--- config.mk ---
export PLATFORM = sky130hd
export DESIGN_NAME = seq_div_unit_flat
export DESIGN_NICKNAME = d
export VERILOG_FILES = /design/src/rtl/div_pkg.sv /design/src/rtl/seq_div_unit_if.sv /design/src/rtl/div_restore_step.sv /design/src/rtl/seq_div_unit.sv /design/src/flat_wrapper.sv
export SDC_FILE = /design/constraint.sdc
export NUM_CORES = 1
export LEC_CHECK = 0
export CELL_PAD_IN_SITES_DETAIL_PLACEMENT = 1
export CELL_PAD_IN_SITES_GLOBAL_PLACEMENT = 1
export CORE_MARGIN = 2
export CORE_UTILIZATION = 46
export CTS_BUF_LIST = sky130_fd_sc_hd__clkbuf_16
export DETAILED_ROUTE_END_ITERATION = 10
export MAX_ROUTING_LAYER = met4
export PLACE_DENSITY = 0.91
export SLEW_MARGIN = 20
export SYNTH_ARGS = -nofsm -noshare
export SYNTH_HDL_FRONTEND = slang
export SYNTH_SLANG_ARGS = --single-unit
--- constraint.sdc ---
create_clock -name clk -period 7.65 [get_ports clk]
set_input_delay 0.765 -clock clk [delete_from_list [all_inputs] [get_ports clk]]
set_output_delay 0.765 -clock clk [all_outputs]
set_load 0.01 [all_outputs]
--- src/rtl/div_pkg.sv ---
// Shared definitions for the sequential divider: FSM state codes and default sizing.
// Latency: n/a (package). Backpressure: n/a.
// Ports: none. Optional feature macro DIVU_EN is consumed by the interface and top, not here.
package div_pkg;

  localparam int DIV_WIDTH = 32;
  localparam int DIV_CNT_W = 6;

  typedef logic [1:0] div_state_t;

  localparam div_state_t DIV_IDLE  = 2'd0;
  localparam div_state_t DIV_ITER  = 2'd1;
  localparam div_state_t DIV_FIXUP = 2'd2;
  localparam div_state_t DIV_DONE  = 2'd3;

endpackage

--- src/rtl/seq_div_unit_if.sv ---
// Divider request/result bundle between the control unit (master) and the divider (slave).
// Latency: n/a (wiring only). Backpressure: none; the master waits for div_done.
// Signals: div_start/dividend/divisor (+ div_unsigned when DIVU_EN is defined) toward the
// divider; div_busy/div_done/div_zero/quotient/remainder back to the control and Hi/Lo muxes.
interface seq_div_unit_if #(
  parameter int WIDTH = div_pkg::DIV_WIDTH
);

  logic             div_start;
  logic [WIDTH-1:0] dividend;
  logic [WIDTH-1:0] divisor;
`ifdef DIVU_EN
  logic             div_unsigned;
`endif
  logic             div_busy;
  logic             div_done;
  logic             div_zero;
  logic [WIDTH-1:0] quotient;
  logic [WIDTH-1:0] remainder;

  modport master (
    output div_start, dividend, divisor,
`ifdef DIVU_EN
    output div_unsigned,
`endif
    input  div_busy, div_done, div_zero, quotient, remainder
  );

  modport slave (
    input  div_start, dividend, divisor,
`ifdef DIVU_EN
    input  div_unsigned,
`endif
    output div_busy, div_done, div_zero, quotient, remainder
  );

endinterface

--- src/rtl/div_restore_step.sv ---
// One restoring-division step on unsigned magnitudes.
// Latency: combinational. Backpressure: none.
// Ports: rem (partial remainder), dvd_msb (next dividend bit), divisor (magnitude);
// next_rem (updated remainder), q_bit (quotient bit produced by this step).
module div_restore_step #(
  parameter int WIDTH = div_pkg::DIV_WIDTH
) (
  input  logic [WIDTH-1:0] rem,
  input  logic             dvd_msb,
  input  logic [WIDTH-1:0] divisor,
  output logic [WIDTH-1:0] next_rem,
  output logic             q_bit
);

  // The shifted remainder needs one extra bit: with unsigned magnitudes the divisor can
  // be up to 2^WIDTH-1, so rem < divisor can still overflow WIDTH bits after the shift.
  logic [WIDTH:0] shifted;

  always_comb begin
    shifted  = {rem, dvd_msb};
    q_bit    = (shifted >= {1'b0, divisor});
    // When the subtraction happens the true result is below divisor, so the low
    // WIDTH bits of the modular difference are exact.
    next_rem = q_bit ? (shifted[WIDTH-1:0] - divisor) : shifted[WIDTH-1:0];
  end

endmodule

--- src/rtl/seq_div_unit.sv ---
// Multicycle signed restoring divider (DIV; DIVU too when DIVU_EN is defined).
// Latency: done WIDTH+2 cycles after the start edge, 1 cycle for divide-by-zero.
// Backpressure: none; div_start is only sampled in IDLE and ignored otherwise.
// Ports: clk, reset (async active-low), bus (seq_div_unit_if.slave): start/operands in,
// busy/done/zero flag and quotient (to Lo) / remainder (to Hi) out.
module seq_div_unit
  import div_pkg::*;
#(
  parameter int WIDTH = DIV_WIDTH,
  parameter int CNT_W = DIV_CNT_W
) (
  input  logic          clk,
  input  logic          reset,
  seq_div_unit_if.slave bus
);

  div_state_t       state_q, state_d;
  logic [WIDTH-1:0] dvd_q, dvd_d;    // dividend magnitude, becomes quotient magnitude
  logic [WIDTH-1:0] dsr_q, dsr_d;    // divisor magnitude
  logic [WIDTH-1:0] rem_q, rem_d;    // partial remainder
  logic [CNT_W-1:0] cnt_q, cnt_d;
  logic             neg_quo_q, neg_quo_d;
  logic             neg_rem_q, neg_rem_d;
  logic [WIDTH-1:0] quo_q, quo_d;
  logic [WIDTH-1:0] rmd_q, rmd_d;
  logic             zero_q, zero_d;

  logic             op_signed;
  logic             a_neg, b_neg;
  logic [WIDTH-1:0] a_mag, b_mag;
  logic [WIDTH-1:0] step_rem;
  logic             step_q;
  logic             start_ok;

  div_restore_step #(.WIDTH(WIDTH)) u_step (
    .rem      (rem_q),
    .dvd_msb  (dvd_q[WIDTH-1]),
    .divisor  (dsr_q),
    .next_rem (step_rem),
    .q_bit    (step_q)
  );

  // Operand conditioning. The most negative value maps onto itself, which is exactly
  // the right unsigned magnitude (2^(WIDTH-1)).
  always_comb begin
`ifdef DIVU_EN
    op_signed = !bus.div_unsigned;
`else
    op_signed = 1'b1;
`endif
    a_neg    = op_signed & bus.dividend[WIDTH-1];
    b_neg    = op_signed & bus.divisor[WIDTH-1];
    a_mag    = a_neg ? (-bus.dividend) : bus.dividend;
    b_mag    = b_neg ? (-bus.divisor) : bus.divisor;
    start_ok = (bus.divisor != '0);
  end

  // State register and datapath flops.
  always_ff @(posedge clk or negedge reset) begin
    if (!reset) begin
      state_q   <= DIV_IDLE;
      dvd_q     <= '0;
      dsr_q     <= '0;
      rem_q     <= '0;
      cnt_q     <= '0;
      neg_quo_q <= 1'b0;
      neg_rem_q <= 1'b0;
      quo_q     <= '0;
      rmd_q     <= '0;
      zero_q    <= 1'b0;
    end else begin
      state_q   <= state_d;
      dvd_q     <= dvd_d;
      dsr_q     <= dsr_d;
      rem_q     <= rem_d;
      cnt_q     <= cnt_d;
      neg_quo_q <= neg_quo_d;
      neg_rem_q <= neg_rem_d;
      quo_q     <= quo_d;
      rmd_q     <= rmd_d;
      zero_q    <= zero_d;
    end
  end

  // Next-state logic.
  always_comb begin
    state_d = state_q;
    case (state_q)
      DIV_IDLE:  if (bus.div_start) state_d = start_ok ? DIV_ITER : DIV_DONE;
      DIV_ITER:  if (cnt_q == CNT_W'(1)) state_d = DIV_FIXUP;
      DIV_FIXUP: state_d = DIV_DONE;
      DIV_DONE:  state_d = DIV_IDLE;
      default:   state_d = DIV_IDLE;
    endcase
  end

  // Datapath next values.
  always_comb begin
    dvd_d     = dvd_q;
    dsr_d     = dsr_q;
    rem_d     = rem_q;
    cnt_d     = cnt_q;
    neg_quo_d = neg_quo_q;
    neg_rem_d = neg_rem_q;
    quo_d     = quo_q;
    rmd_d     = rmd_q;
    zero_d    = zero_q;
    case (state_q)
      DIV_IDLE: begin
        if (bus.div_start) begin
          if (start_ok) begin
            dvd_d     = a_mag;
            dsr_d     = b_mag;
            rem_d     = '0;
            cnt_d     = CNT_W'(WIDTH);
            neg_quo_d = a_neg ^ b_neg;
            neg_rem_d = a_neg;
            zero_d    = 1'b0;
          end else begin
            // Results are left untouched so Hi/Lo keep their previous contents.
            zero_d = 1'b1;
          end
        end
      end
      DIV_ITER: begin
        rem_d = step_rem;
        dvd_d = {dvd_q[WIDTH-2:0], step_q};
        cnt_d = cnt_q - CNT_W'(1);
      end
      DIV_FIXUP: begin
        // Truncating division: remainder follows the dividend's sign. The overflow
        // case (most negative / -1) wraps back to the most negative value.
        quo_d = neg_quo_q ? (-dvd_q) : dvd_q;
        rmd_d = neg_rem_q ? (-rem_q) : rem_q;
      end
      default: ;
    endcase
  end

  // Output logic. busy drops in DONE so a back-to-back start from IDLE is legal.
  always_comb begin
    bus.div_busy  = (state_q == DIV_ITER) || (state_q == DIV_FIXUP);
    bus.div_done  = (state_q == DIV_DONE);
    bus.div_zero  = zero_q;
    bus.quotient  = quo_q;
    bus.remainder = rmd_q;
  end

endmodule

--- src/flat_wrapper.sv ---
// flat-port wrapper written by rule: the top's interface ports become plain ports
module seq_div_unit_flat import div_pkg::*;
#(
  parameter int WIDTH = DIV_WIDTH,
  parameter int CNT_W = DIV_CNT_W
)
  (clk, reset, bus_div_start, bus_dividend, bus_divisor, bus_div_busy, bus_div_done, bus_div_zero, bus_quotient, bus_remainder);
  seq_div_unit_if #(.WIDTH(WIDTH)) bus_i ();
  input  logic clk;
  input  logic reset;
  input wire logic [$bits(bus_i.div_start)-1:0] bus_div_start;
  input wire logic [$bits(bus_i.dividend)-1:0] bus_dividend;
  input wire logic [$bits(bus_i.divisor)-1:0] bus_divisor;
  output wire logic [$bits(bus_i.div_busy)-1:0] bus_div_busy;
  output wire logic [$bits(bus_i.div_done)-1:0] bus_div_done;
  output wire logic [$bits(bus_i.div_zero)-1:0] bus_div_zero;
  output wire logic [$bits(bus_i.quotient)-1:0] bus_quotient;
  output wire logic [$bits(bus_i.remainder)-1:0] bus_remainder;
  assign bus_i.div_start = bus_div_start;
  assign bus_i.dividend = bus_dividend;
  assign bus_i.divisor = bus_divisor;
  assign bus_div_busy = bus_i.div_busy;
  assign bus_div_done = bus_i.div_done;
  assign bus_div_zero = bus_i.div_zero;
  assign bus_quotient = bus_i.quotient;
  assign bus_remainder = bus_i.remainder;
  seq_div_unit #(.WIDTH(WIDTH), .CNT_W(CNT_W)) u_core (.clk(clk), .reset(reset), .bus(bus_i));
endmodule
After elaboration in Yosys (flattened, before gate mapping)

Index checks and enable logic that the tools add are counted.
W data, S select, Z words.

Logic and storage cells: 52
Output and inout bits: 67
Register bits: 171
Input port bits: 67

Equal/unequal tests: 7
$add $sub $neg: 6
$lt $le $gt $ge: 1
Bitwise logic cells: 1
Multiplexer cells: 19
Reduce and logical (&&, ||, !) cells: 8

Operator list:

| operator              | count |
|---|---|
| $mux W32              | 9 |
| $neg A32 Y32          | 4 |
| $pmux W32 S2          | 2 |
| $ge A33 B32 Y1        | 1 |
| $reduce_bool A32 Y1   | 1 |
| $sub A32 B32 Y32      | 1 |
| $mux W6               | 2 |
| $pmux W6 S2           | 1 |
| $pmux W2 S4           | 1 |
| $eq A6 B1 Y1 const B  | 1 |
| $mux W2               | 3 |
| $reduce_and A3 Y1     | 2 |
| $sub A6 B1 Y6 const B | 1 |
| $eq A2 B2 Y1 const B  | 2 |
| $ne A2 B1 Y1 const B  | 2 |
| $reduce_and A2 Y1     | 2 |
| $eq A2 B1 Y1 const B  | 1 |
| $logic_not A2 Y1      | 1 |
| $ne A2 B2 Y1 const B  | 1 |
| $reduce_bool A2 Y1    | 1 |
| $logic_or A1 B1 Y1    | 1 |
| $mux W1               | 1 |
| $xor A1 B1 Y1         | 1 |

Longest topological paths before layout

Word-level depth: 5
Depth in mapped cells: 12
Depth with buffers taken out: 12

By module

From an unflattened synthesis, not the netlist that was laid out.

Cells, all modules: 1409
Area, all modules: 11976.5 µm²

Modules (own cells, without submodules):

| module           | cells an instance | area an instance (µm²) | instances |
|---|---|---|---|
| seq_div_unit     | 1074              | 9487.8                 | 1 |
| div_restore_step | 335               | 2488.6                 | 1 |

Least setup slack after synthesis

No wires, ideal clock.

Path kind: input to register
Start: input port bus_divisor[12]
End: register u_core.rem_q[11]
Path slack: 4688 ps
Data required time: 7517 ps
Arrival: 2829 ps
Stages on the path: 9
Path buffers: 2
Cells stage by stage: or4_4 nor4_4 nand4_2 o31ai_2 nor2b_1 clkbuf_1 buf_2 a32oi_1 o31ai_1

Word-level cells in the longest chain between the ends: 3

Ends and longest elaborated chain:

| item                               | line               | text |
|---|---|---|
| start: declaration                 | flat_wrapper.sv:13 | `input wire logic [$bits(bus_i.divisor)-1:0] bus_divisor;` |
| $reduce_bool A32 Y1                | seq_div_unit.sv:55 | `start_ok = (bus.divisor != '0);` |
| $ne A2 B1 Y1 (no source line)      | n/a                |  |
| $reduce_and A3 Y1 (no source line) | n/a                |  |
| end signal: assignment             | seq_div_unit.sv:75 | `rem_q <= rem_d;` |
| end: declaration                   | seq_div_unit.sv:20 | `logic [WIDTH-1:0] rem_q, rem_d;` |

No other way between the ends.
A chain may end at the register's enable or synchronous reset.

Final worst setup path

Start: input port bus_divisor[22]
End: register u_core.dvd_q[0]

Word-level cells in the longest chain between the ends: 3

Ends and longest elaborated chain:

| item                               | line               | text |
|---|---|---|
| $reduce_bool A32 Y1                | seq_div_unit.sv:55 |  |
| $ne A2 B1 Y1 (no source line)      | n/a                |  |
| $reduce_and A3 Y1 (no source line) | n/a                |  |
| end signal: assignment             | seq_div_unit.sv:73 | `dvd_q <= dvd_d;` |
| end: declaration                   | seq_div_unit.sv:18 | `logic [WIDTH-1:0] dvd_q, dvd_d;` |

No other way between the ends.

==> metrics.txt <==
status=finished clean; final core occ=56.0%; CTS resizes=0; setup bufs post-CTS=0; vias in the first global route=10680; Int Pwr=2580 uW; RSZ-0062 raised after global routing=false; FMAX=235 MHz; Starting Density=47.1%; sequential share of the synthesized area=38.5%; Max-Cap Viols=0; Sw Ratio=44.2%; relative slew slack=27.1%; Root Buffer=clkbuf_16; cell area after placement=12700 um^2; Num CTS Buffers=17; Yosys reg bits=171; initial antenna violation count=0; Via density=5.99; DR pass1 iterations=5; io pins=134; Final min period=4.25 ns; drt first-iter violations=724; crit path DAT=4.51 ns; Final Setup Violations=0; crit path kind=in -> reg; fin area=13200 um^2; Die H=159 um; max-slew violations=0; first-pass GRT wire length=56.3 mm; Routed wire per std cell=20.3 um; post-synthesis cell type count=61; Synth area leader=dfrtp_1; CTS Hold Bufs=0; critical path endpoint category=flop; Die W=159 um; crit path max fanout=72; Cells after Synth=1288; Core ar.=23600 um^2; Post-Syn Nets=1399; PwrDens=351 nW/um^2; Area contributors post-synth=dfrtp_1, xor2_1, ha_1; total design power=4630 uW; Clock Sinks=171; Clock Power Share=18.1%; Clock Skew=0.0120 ns; WL final=34.7 mm; hold crit path type=in -> async; Worst-Margin Slew=1.09 ns; synthesized area per cell=8.63 um^2; most frequent cells after synthesis=dfrtp_1, nand2_1, a21oi_1, nor2_1, xor2_1; Port Buffers=133; count leader, synth=dfrtp_1; synth warn=0; maximum buffer depth of the clock tree=2; WP data required=7.91 ns; CTS tree=built; Synth Cell Area=11100 um^2; share of cells above drive strength 1=4.67%; Fin Hold WS=0.480 ns; NetSw=2050 uW; clk_lat worst skew=0.44 ns; Antenna Cells=0; final number of hold-violating endpoints=0; Rows=56; H-tree depth=4; startpoint types=input pin; fraction of registers with async set or reset after synthesis=100%; fin crit share=55.6%; Remaining DRCs=0; clock transition at the registers of the reported paths=0.07 ns; GRT overflow=0; routed via count=10249; Total GRT Usage=27.9%; Post-DP HPWL=24.4 mm; GP Congestion=0.876; Sequential Power Share=32.8%; combinational power share=49.1%; post-route setup TNS=0 ns; largest net degree at the start of global routing=110; Nets=1489; Max rail drop VDD=0.142 mV; ANT nets after route=0; ys flop type=dfrtp_1; Leakage=0.00569 uW; die area=25400 um^2; synthesis-to-finish area growth=18.9%; top-area cell type share of the netlist area=38.5%; Post-synth EDFFs=0
-- state kept, by name (all words and copies together) (netlist names) --
signal	flops
u_core.dsr_q	32
u_core.neg_quo_q	1
u_core.neg_rem_q	1
u_core.cnt_q	6
u_core.state_q	2
u_core.dvd_q	32
u_core.bus.remainder	32
u_core.bus.div_zero	1
u_core.rem_q	32
u_core.bus.quotient	32
-- cell families after synthesis --
family	count (synthesis)	synth area share, %
flip-flops	171	38.5
AND/OR/NAND/NOR	402	17.7
AO/OA/AOI/OAI	380	21.1
buffers and inverters	125	4.36
adder cells (fa/ha/maj)	44	5.02
XOR/XNOR	151	11.9
multiplexers	15	1.42
-- layer usage --
layer	vias up	track usage [%]	share of wire, %
li1	4795	-	-
met1	5109	36.1	46
met2	289	46.6	49
met3	56	3.62	4.0
met4	0	7.11	1.8
met5	-	-	0
-- critical path, cell delays in order --
cell and delay [ns]:
clkdlybuf4s50_1 0.46, or4_1 0.61, nor4_1 0.40, nand4_2 0.29, o31ai_4 0.31, buf_4 0.62, nor2b_4 0.06, buf_4 0.38
nand2_1 0.36, o221ai_1 0.22
-- cells in the final DEF, fill, tap and decap left out, drive strengths merged, types with 31 or more instances in the layout --
master         count
a21oi            105
a22oi             31
clkdlybuf4s50    131
dfrtp            171
ha                43
inv               64
nand2            132
nand3             52
nor2             105
o21ai            130
o31ai             39
xnor2             56
xor2              95
-- through the flow --
| step | cells | setup slack [ns] |
|---|---|---|
| final | 1710 | 3.40 |
| after CTS | 1710 | 3.41 |
| after floorplan | 1288 | 4.69 |
| after global routing | 1710 | 3.21 |
| after detailed placement | 1678 | 3.04 |
| after global placement | 1678 | 3.14 |
-- cell type report --
class | instances | area, um^2
Tap cell | 319 | 399
Clock buffer | 17 | 425
Clock inverter | 15 | 135
Timing Repair Buffer | 140 | 1380
Multi-Input combinational cell | 992 | 6390
Sequential cell | 171 | 4280
Fill cell | 2781 | 10400
Inverter | 56 | 210
-- path summary, 6_finish.rpt --
check	startpoint	slack, ns	depth (start not counted)	end
min	reset	0.48	1	u_core.bus.quotient[27]
max in group asynchronous	reset	5.78	2	u_core.dsr_q[31]
max reg2reg	u_core.rem_q[11]	3.81	9	u_core.dvd_q[0]
min reg2reg	u_core.bus.remainder[0]	0.52	1	u_core.bus.remainder[0]
max	bus_divisor[22]	3.40	10	u_core.dvd_q[0]
min in group clk	u_core.bus.remainder[0]	0.52	1	u_core.bus.remainder[0]
-- power groups by stage --
| stage | sequential [uW] | clock, uW | combinational (uW) |
|---|---|---|---|
| after detailed placement | 1520 | 0 | 2220 |
| after floorplan | 1490 | 0 | 1400 |
| after CTS | 1510 | 848 | 2280 |
| after global placement | 1490 | 0 | 2110 |
| final | 1520 | 840 | 2280 |
| after global routing | 1560 | 890 | 2500 |
No activity file was read; power rests on OpenSTA's default activity.
